**src/rtl/rr_arbiter8.sv**
```systemverilog
// Eight-way round-robin arbiter with a bounded hold time per owner.
// The last owner gets the lowest priority; an owner holding too long is forced off.
module rr_arbiter8 #(
    parameter int unsigned MAX_HOLD = 16
) (
    input  logic       clk,
    input  logic       rst,
    input  logic       en,
    input  logic [7:0] req,
    output logic [7:0] grant,
    output logic [2:0] grant_id,
    output logic       grant_valid,
    output logic       timeout
);

    typedef enum logic [0:0] {StIdle, StBusy} state_e;

    localparam logic [7:0] HoldLast = 8'(MAX_HOLD - 1);

    state_e     state_q, state_d;
    logic [2:0] ptr_q, ptr_d;
    logic [7:0] hold_cnt_q, hold_cnt_d;
    logic [7:0] grant_q, grant_d;
    logic [2:0] grant_id_q, grant_id_d;
    logic       grant_valid_q, grant_valid_d;
    logic       timeout_q, timeout_d;

    logic       found;
    logic [2:0] win;
    logic [2:0] idx;

    // Descending search starting just below the last owner, wrapping at 0.
    always_comb begin
        found = 1'b0;
        win   = 3'd0;
        idx   = 3'd0;
        for (int k = 1; k <= 8; k++) begin
            idx = ptr_q - 3'(k);
            if (!found && req[idx]) begin
                found = 1'b1;
                win   = idx;
            end
        end
    end

    always_comb begin
        state_d       = state_q;
        ptr_d         = ptr_q;
        hold_cnt_d    = hold_cnt_q;
        grant_d       = grant_q;
        grant_id_d    = grant_id_q;
        grant_valid_d = grant_valid_q;
        timeout_d     = 1'b0;

        unique case (state_q)
            StIdle: begin
                grant_d       = 8'd0;
                grant_id_d    = 3'd0;
                grant_valid_d = 1'b0;
                if (en && found) begin
                    state_d       = StBusy;
                    grant_d       = 8'b1 << win;
                    grant_id_d    = win;
                    grant_valid_d = 1'b1;
                    ptr_d         = win;
                    hold_cnt_d    = 8'd0;
                end
            end
            StBusy: begin
                // Voluntary release wins over a coincident timeout.
                if (!req[grant_id_q]) begin
                    state_d       = StIdle;
                    grant_d       = 8'd0;
                    grant_id_d    = 3'd0;
                    grant_valid_d = 1'b0;
                end else if (hold_cnt_q == HoldLast) begin
                    state_d       = StIdle;
                    grant_d       = 8'd0;
                    grant_id_d    = 3'd0;
                    grant_valid_d = 1'b0;
                    timeout_d     = 1'b1;
                end else if (hold_cnt_q != 8'hFF) begin
                    hold_cnt_d = hold_cnt_q + 8'd1;
                end
            end
            default: state_d = StIdle;
        endcase
    end

    always_ff @(posedge clk) begin
        if (rst) begin
            state_q       <= StIdle;
            ptr_q         <= 3'd0;
            hold_cnt_q    <= 8'd0;
            grant_q       <= 8'd0;
            grant_id_q    <= 3'd0;
            grant_valid_q <= 1'b0;
            timeout_q     <= 1'b0;
        end else begin
            state_q       <= state_d;
            ptr_q         <= ptr_d;
            hold_cnt_q    <= hold_cnt_d;
            grant_q       <= grant_d;
            grant_id_q    <= grant_id_d;
            grant_valid_q <= grant_valid_d;
            timeout_q     <= timeout_d;
        end
    end

    assign grant       = grant_q;
    assign grant_id    = grant_id_q;
    assign grant_valid = grant_valid_q;
    assign timeout     = timeout_q;

endmodule

```
**config.mk**
```make
export PLATFORM = sky130hd
export DESIGN_NAME = rr_arbiter8
export DESIGN_NICKNAME = d
export VERILOG_FILES = /design/src/rtl/rr_arbiter8.sv
export SDC_FILE = /design/constraint.sdc
export NUM_CORES = 1
export LEC_CHECK = 0
export ABC_AREA = 1
export BUFFER_PORTS_ARGS = -buffer_cell sky130_fd_sc_hd__buf_2
export CAP_MARGIN = 40
export CORE_UTILIZATION = 62
export CTS_CLUSTER_DIAMETER = 200
export CTS_CLUSTER_SIZE = 24
export DETAILED_ROUTE_END_ITERATION = 7
export HOLD_SLACK_MARGIN = 0.02
export PLACE_DENSITY = 0.85
export SLEW_MARGIN = 5
export SYNTH_ARGS = -nofsm -noshare
export SYNTH_HDL_FRONTEND = slang
export SYNTH_SLANG_ARGS = --single-unit
```
**constraint.sdc**
```tcl
create_clock -name clk -period 7.2 [get_ports clk]
set_input_delay 0.72 -clock clk [delete_from_list [all_inputs] [get_ports clk]]
set_output_delay 0.72 -clock clk [all_outputs]
set_load 0.02 [all_outputs]
```
**Word-level counts from Yosys, hierarchy flattened**

Cells that the tools add are included.

- Add/sub/neg operators: 8
- $mul: 0
- Divide/modulo/power cells: 0
- Order comparisons: 9
- Eq/ne operators: 7
- Shift-type cells: 1
- Muxes and demuxes: 55
- Bitwise gates (word level): 2
- Reduce and logical (&&, ||, !) cells: 18

Operators by type and width:

| kind | count |
|---|---|
| $mux 8 | 7 |
| $lt 3x4->1 const B | 9 |
| $mux 3 | 11 |
| $pmux 8 s2 | 2 |
| $bmux 1 s3 | 9 |
| $mux 1 | 23 |
| $sub 3x3->3 const B | 4 |
| $add 8x1->8 const B | 1 |
| $eq 8x4->1 const B | 1 |
| $logic_and 1x1->1 | 8 |
| $ne 8x8->1 const B | 1 |
| $shl 1x3->8 const A | 1 |
| $logic_not 1->1 | 7 |
| $pmux 3 s2 | 1 |
| $sub 3x2->3 const B | 2 |
| $ne 2x1->1 const B | 2 |
| $ne 2x2->1 const B | 2 |
| $pmux 1 s2 | 2 |
| $reduce_and 4->1 | 1 |
| $ne 3x2->1 const B | 1 |
| $reduce_or 3->1 | 1 |
| $sub 3x1->3 const B | 1 |
| $not 1->1 | 2 |
| $reduce_and 2->1 | 1 |

- Bits in registers: 25
- Latch bits: 0
- Memory bits (writable): 0
- ROM bits: 0
- Output and inout bits: 13
- Logic and storage cells: 107
- Memories: 0

**Depth between registers and ports, before layout**

Gate-level depths: netlist of run 1.

- Word-level depth: 28
- Mapped depth: 20

**Least setup slack after synthesis of run 1**

OpenSTA, ideal clock, no wires.

- Path kind: flip-flop to flip-flop
- From: register ptr_q[0]
- To: register hold_cnt_q[5]
- Library setup time: 0.123 ns
- Arrival time: 2.407 ns
- Data required time: 7.077 ns
- Setup slack: 4.670 ns
- Cell stages (with the launch flop): 17
- Buffers on the path: 2
- Period minus slack after synthesis: 2.530 ns
- Path through: dfxtp_1 > inv_2 > buf_6 > ha_1 > inv_1 > nand3_1 > nand3_2 > nand2_4 > nor2_8 > nand4_4 > nor2_4 > nand3b_2 > nand2_4 > nand2_2 > buf_6 > a21oi_1 > nor3b_2

- Word-level cells in the longest chain between the ends: 28
- Elaborated cells on any way between the ends: 48
- Those cells by class: add/sub: 7; eq/ne: 1; mux: 24; reduce/logical: 16

Ends and longest elaborated chain:

| what | line | RTL |
|---|---|---|
| from (decl) | 21 | `logic [2:0] ptr_q, ptr_d;` |
| from (signal assigned) | 101 | `ptr_q <= ptr_d;` |
| $sub 3x1->3 | 38 | `idx = ptr_q - 3'(k);` |
| $bmux 1 s3 | 39 | `if (!found && req[idx]) begin` |
| $mux 1 (implied by the code) | 39 |  |
| $mux 1 | 39 |  |
| $logic_not 1->1 | 39 |  |
| $logic_and 1x1->1 | 39 |  |
| $mux 1 | 39 |  |
| $logic_not 1->1 | 39 |  |
| [... 12 more ...] | -- |  |
| $logic_and 1x1->1 | 39 |  |
| $mux 1 | 39 |  |
| $logic_not 1->1 | 39 |  |
| $logic_and 1x1->1 | 39 |  |
| $mux 1 * | 39 |  |
| $logic_and 1x1->1 * | 60 | `if (en && found) begin` |
| $ne 2x2->1 (no line) * | -- |  |
| $reduce_and 4->1 (no line) * | -- |  |
| to (signal assigned) | 102 | `hold_cnt_q <= hold_cnt_d;` |
| to (decl) | 22 | `logic [7:0] hold_cnt_q, hold_cnt_d;` |

Mark *: on every way between the ends. The rest lies on a longest branch, timed or not. The select of a mux whose other input is x is not followed.
A chain may end at the register's enable or synchronous reset.

**Worst setup path in the final report of run 1**

- From: register ptr_q[0]
- To: register hold_cnt_q[3]

The elaborated chain is that of the path after synthesis.

==> run_results.csv, run 1 <==
group,metric,value,unit
min_path,holdPathEnd,"grant[5]",
setup_path,timing.rr.end,"hold_cnt_q[3]",
global_route,grt_pass1_wl,7820,um
setup_path,critPathMaxFanout,16,
job,drv_cap,0,
synth,ys_warn_count,0,
route,vias_per_cell,5.65,
setup_path,worstSetupEndpointType,"register",
layout,final_cell_mix,"nand2_1 (83), nor2_1 (47), nand3_1 (45), inv_1 (27), dfxtp_1 (25)",
layout,area_growth,7.09,%
layout,drive_gt1_share,12.8,%
route,drt_first_iter_violations,120,
synth,ys_ff_latch,25,
timing,setup_viol,0,
route,wl,4570,um
min_path,whs_path_depth,2,
synth,synth_top_family_by_area,"simple AND/OR/NAND/NOR gates",
power,power_density,491,mW/mm^2
outcome,outcome,"finished clean",
setup_path,required,7.47,ns
power,ir_drop,0.296,mV
min_path,hp-class,"register to register",
floorplanning,row_count,19,
power,swShare,58.8,%
setup_path,reg2reg_from,"ptr_q[0]",
synth,synthAdderAreaFrac,1.99,%
global_route,antenna_found_initial,0,
route,num_vias,2034,
layout,fin_nets,344,
synth,syn_area,0.00189,sq mm
clock_network,ctsRootBufferMaster,"clkbuf_4",
global_route,grt_start_max_net_pins,17,
clock_network,cts.htree.levels,1,
timing,fin_skew,0.00619,ns
clock_network,cts_tree,"built",
global_route,grt_pass1_vias,1745,
timing,period_needed,3.18,ns
clock_network,cts_buffer_depth,2,
power,p_int,0.000409,W
synth,postSynth.asyncResetShare,0,%
setup_path,critPathSlowestCell,"dfxtp_1",
min_path,min_from,"grant[5]",
synth,syn_avg_cell_area,6.11,sq um
timing,setup-tns-final,0,ns
layout,multiInputGateArea,0.00123,sq mm
clock_network,postCtsSetupRepairBufs,0,
global_route,met3_usage,6.35,%
timing,hold_violations,0,
clock_network,clk-insertion-delay-late,0.33,ns
layout,nFillCells,280,
route,drtAntennaViolNets,0,
timing,max_slew_margin,54.6,%
power,power.switching,0.000583,W
clock_network,cts_sinks,25,
floorplanning,core,0.00283,sq mm
clock_network,clkTransAtPathRegs,0.14,ns
floorplanning,die_h,57.2,um
route,drt-wirelength-per-cell,12.7,um
setup_path,reg2reg_depth,15,
timing,rsz0062_at_grt,"false",
power,p_leak,0.977,nW
synth,synthSimpleGateAreaFrac,51.2,%
layout,num_antenna_cells,0,
synth,synthFlopType,"dfxtp_1",
global_route,grt_util_all_layers,30.2,%
setup_path,arrival,3.46,ns
floorplanning,ios,24,
synth,yosys.area_share.xor_xnor,2.32,%
power,seq_power_share,21.0,%
setup_path,max_stage_delay,0.69,ns
setup_path,crit_family,"simple AND/OR/NAND/NOR gates",
route,drc_errors,0,
synth,ys_seq_area_share,26.5,%
setup_path,reg2reg_slack,4.02,ns
timing,tightest_slew,0.679,ns
global_route,grt_use_met1,42.3,%
setup_path,crit_chain,"inv_2, ha_1, inv_1, nand3_1, nand3_2, nand2_4, nor2_8, nand4_4, nor2_4, nand3b_2, nand2_4, nand2_2, inv_2, o21ai_0, a21oi_1",
layout,final_common_cell,"nand2_1",
timing,finalCritPeriodShare,44.2,%
route,firstDrtPassIters,4,
floorplanning,start_util,66.7,%
layout,utilization,71.5,%
placement,dp_hpwl,3660,um
synth,synth_mux_area_share,0,%
synth,synth_nets,323,
synth,synth-edff-count,0,
synth,synth_compound_area_share,9.48,%
timing,max_freq,314,MHz
floorplanning,die_area,0.00327,sq mm
global_route,use_met2,47.9,%
synth,synth_cells,309,
placement,globalplace.congestion,0.942,
placement,io_buffer_count,23,
clock_network,holdBufCountCts,0,
clock_network,ctsResizeCount,0,
floorplanning,die_x,57.2,um
setup_path,path_buf_inv,3,
layout,seq_area,500,sq um
setup_path,critPathLaunchType,"register",
timing,slew_viol_final,0,
setup_path,critPathKind,"register to register",
power,power_frac_clock,6.6,%
global_route,grt_overflow,0,
synth,synth_cell_types,34,
clock_network,cts_buffers,3,
global_route,top_usage_layer,"met2",
power,combPwrFrac,72.4,%
-- stage by stage --
stage          instances  hold WS [ns]  setup slack (ns)  instance area, sq um  power (W)
6_report             360         0.484              4.02                  2020   0.000992
3_5_place_dp         356         0.457              4.12                  1990   0.000917
5_1_grt              360         0.511              3.73                  2020    0.00109
3_3_place_gp         356         0.452              4.15                  1990   0.000913
4_1_cts              360         0.483              4.08                  2020   0.000982
2_1_floorplan        309         0.460              4.67                  1890   0.000779
-- per-layer routing --
metal,routed length [um],up-vias
met2,1970,72
met4,51,0
met3,322,8
met5,0,-
met1,2230,896
li1,-,1058
-- worst min-delay path, delay by kind of cell (launching register included) --
family,cells,cell delay [ns]
flip-flops,1,0.34
AND/OR/NAND/NOR,1,0.06
AO/OA/AOI/OAI,1,0.06
-- flip-flops by register name, summed over array words and instances (netlist names) --
| name | cells |
|---|---|
| grant_valid | 1 |
| hold_cnt_q | 8 |
| timeout | 1 |
| grant | 8 |
| grant_id | 3 |
| ptr_q | 3 |
| state_q | 1 |
-- how the worst max path moves through the flow --
stage / startpoint / end / slack, ns / depth (start not counted)
after floorplan: ptr_q[0] / hold_cnt_q[5] / 4.67 / 16
after global placement: ptr_q[0] / hold_cnt_q[0] / 4.15 / 15
final: ptr_q[0] / hold_cnt_q[3] / 4.02 / 15
after CTS: ptr_q[0] / hold_cnt_q[3] / 4.08 / 15
after detailed placement: ptr_q[0] / hold_cnt_q[0] / 4.12 / 15
after global routing: ptr_q[0] / hold_cnt_q[3] / 3.73 / 15
-- synth_stat cells, types with 3 or more instances --
| cell | number | area (sq um) |
|---|---|---|
| a21oi_1 | 17 | 85.1 |
| dfxtp_1 | 25 | 500 |
| ha_1 | 3 | 37.5 |
| inv_1 | 27 | 101 |
| inv_2 | 3 | 11.3 |
| nand2_1 | 83 | 312 |
| nand2_2 | 3 | 18.8 |
| nand3_1 | 45 | 225 |
| nand3b_1 | 3 | 22.5 |
| nand4_1 | 7 | 43.8 |
| nor2_1 | 47 | 176 |
| nor3_1 | 6 | 30.0 |
| o21ai_0 | 10 | 50.1 |
| xnor2_1 | 3 | 26.3 |
-- power groups by stage --
| stage | combinational (W) | sequential, W | clock (W) |
|---|---|---|---|
| after CTS | 0.000710 | 0.000207 | 0.0000643 |
| final | 0.000718 | 0.000208 | 0.0000660 |
| after global routing | 0.000807 | 0.000212 | 0.0000698 |
| after floorplan | 0.000567 | 0.000212 | 0 |
| after global placement | 0.000704 | 0.000209 | 0 |
| after detailed placement | 0.000708 | 0.000210 | 0 |
-- cell type report --
cell class                 count  share of cell area [%]
clock buffer                   3                    1.11
sequential                    25                    24.8
clock inverter                 1                   0.248
timing repair buffer          23                    5.69
inverter                      30                    5.57
tap                           31                    1.92
multi-input combinational    247                    60.7
-- kinds of logic (layout without fill, tap and decap cells) --
logic type / after synthesis / count (layout)
simple gates: 206 / 206
buf+inv: 37 / 57
compound gates: 33 / 33
flops: 25 / 25
xor+xnor: 5 / 5
fa+ha+maj: 3 / 3
No activity file was read; power rests on OpenSTA's default activity.
==> run 2, diff against run 1 <==
Settings changed: CORE_UTILIZATION 62 to 58, PLACE_DENSITY 0.85 to 0.8.
Clock period 7.2 ns to 3.21 ns, I/O delays scaled along.
==> run 2 against run 1 <==
Compared with the run above: via count grew 0.69%; setup slack got worse by 3.5 ns; flip-flop and latch count is the same; clock skew is 0.0020 ns lower.
==> run_results.csv, run 2 (same netlist as run 1, synthesis figures left out) <==
group,metric,value,unit
outcome,outcome,"finished clean",
timing,period_needed,2.73,ns
min_path,hp-class,"input port to register",
clock_network,cts_tree,"built",
power,p_leak,0.990,nW
global_route,top_usage_layer,"met2",
floorplanning,start_util,61.3,%
floorplanning,die_x,59.1,um
setup_path,critPathMaxFanout,12,
global_route,grt_util_all_layers,27.5,%
floorplanning,die_h,59.1,um
clock_network,cts_buffer_depth,2,
clock_network,ctsRootBufferMaster,"clkbuf_4",
layout,fin_nets,347,
global_route,grt_use_met1,41.4,%
power,ir_drop,0.641,mV
global_route,antenna_found_initial,0,
placement,globalplace.congestion,0.926,
global_route,grt_pass1_vias,1693,
route,drc_errors,0,
clock_network,ctsResizeCount,0,
route,wl,4440,um
route,firstDrtPassIters,5,
layout,drive_gt1_share,13.6,%
clock_network,clkTransAtPathRegs,0.14,ns
clock_network,cts_sinks,25,
timing,finalCritPeriodShare,85.2,%
route,num_vias,2048,
min_path,whs_path_depth,2,
floorplanning,core,0.00308,sq mm
clock_network,cts.htree.levels,1,
min_path,holdPathEnd,"grant[7]",
floorplanning,ios,24,
global_route,grt_start_max_net_pins,16,
layout,nFillCells,307,
placement,io_buffer_count,23,
setup_path,reg2reg_depth,15,
timing,max_freq,366,MHz
route,drtAntennaViolNets,0,
timing,hold_violations,0,
layout,final_common_cell,"nand2_1",
min_path,min_from,"rst",
timing,slew_viol_final,0,
timing,fin_skew,0.00418,ns
layout,area_growth,9.28,%
layout,final_cells,376,
layout,post-route-cell-area,0.00206,sq mm
global_route,use_met2,41.7,%
job,drv_cap,0,
layout,num_antenna_cells,0,
placement,dp_hpwl,3630,um
floorplanning,row_count,20,
setup_path,required,3.47,ns
global_route,met3_usage,4.15,%
setup_path,timing.rr.end,"hold_cnt_q[3]",
setup_path,reg2reg_slack,0.48,ns
setup_path,critPathKind,"register to register",
timing,max_slew_margin,70.2,%
timing,setup-tns-final,0,ns
placement,placed_area,0.00203,sq mm
route,drt_first_iter_violations,125,
power,p_total,0.00225,W
power,power_density,1090,mW/mm^2
timing,setup_viol,0,
timing,tightest_slew,0.446,ns
setup_path,reg2reg_from,"ptr_q[0]",
setup_path,worstSetupEndpointType,"register",
clock_network,holdBufCountCts,0,
setup_path,arrival,2.99,ns
setup_path,critPathLaunchType,"register",
route,drt-wirelength-per-cell,11.8,um
clock_network,cts_buffers,3,
placement,dp_cells,372,
clock_network,clk-insertion-delay-late,0.32,ns
timing,timing.hold.ws,0.320,ns
route,vias_per_cell,5.45,
global_route,grt_pass1_wl,7410,um
timing,rsz0062_at_grt,"false",
floorplanning,die_area,0.00349,sq mm
clock_network,postCtsSetupRepairBufs,0,
global_route,grt_overflow,0,
layout,final_cell_mix,"nand2_1 (83), nor2_1 (47), nand3_1 (45), inv_1 (27), dfxtp_1 (25)",
## run 2: changes by cell type in the layout (fill, tap and decap cells not counted)
cell / delta
buf_4: +3
clkinvlp_4: +1
clkinv_2: -1
## run 2: power breakdown
part,switching (W),internal [W],leakage (nW)
combinational,0.00116,0.000513,0.772
clock,0.0000945,0.0000476,0.0139
sequential,0.0000579,0.000375,0.203
total,0.00131,0.000935,0.990
## run 2: worst max-delay path, stage by stage (launching register included)
cell and delay, ns:
dfxtp_1 0.38, inv_2 0.11, ha_1 0.39, inv_1 0.20, nand3_1 0.15, nand3_2 0.12
nand2_4 0.09, nor2_8 0.16, nand4_4 0.12, nor2_4 0.19, nand3b_2 0.13, nand2_4 0.13
nand2_2 0.16, inv_2 0.12, o21ai_0 0.08, a21oi_1 0.14
## run 2: worst max path at each step
stage | from | cells past startpoint | endpoint | slack (ns)
6_report | ptr_q[0] | 15 | hold_cnt_q[3] | 0.48
5_1_grt | ptr_q[0] | 17 | grant[3] | 0.25
4_1_cts | ptr_q[0] | 15 | hold_cnt_q[3] | 0.48
3_5_place_dp | ptr_q[0] | 15 | hold_cnt_q[3] | 0.53
3_3_place_gp | ptr_q[0] | 15 | hold_cnt_q[0] | 0.59
2_1_floorplan | ptr_q[0] | 16 | hold_cnt_q[5] | 0.68
## run 2: metrics by stage
stage | setup WS (ns) | utilization, %
floorplan | 0.680 | -
global placement | 0.592 | 66.1
detailed placement | 0.530 | 66.1
CTS | 0.480 | 67.0
global route | 0.250 | 67.0
finish | 0.476 | 67.0
## run 2: cell type report
cell class                      instances  area [sq um]  share of cell area, %
Multi-Input combinational cell        247          1230                   59.5
Clock buffer                            3          22.5                   1.09
Inverter                               30           113                   5.46
Clock inverter                          1          7.51                  0.364
Tap cell                               44          55.1                   2.67
Sequential cell                        25           500                   24.3
Timing Repair Buffer                   26           138                   6.67
## run 2: per-layer routing
| metal | up-vias | wire length [um] |
|---|---|---|
| li1 | 1055 | - |
| met5 | - | 0 |
| met1 | 914 | 2160 |
| met2 | 72 | 1930 |
| met3 | 7 | 301 |
| met4 | 0 | 46 |
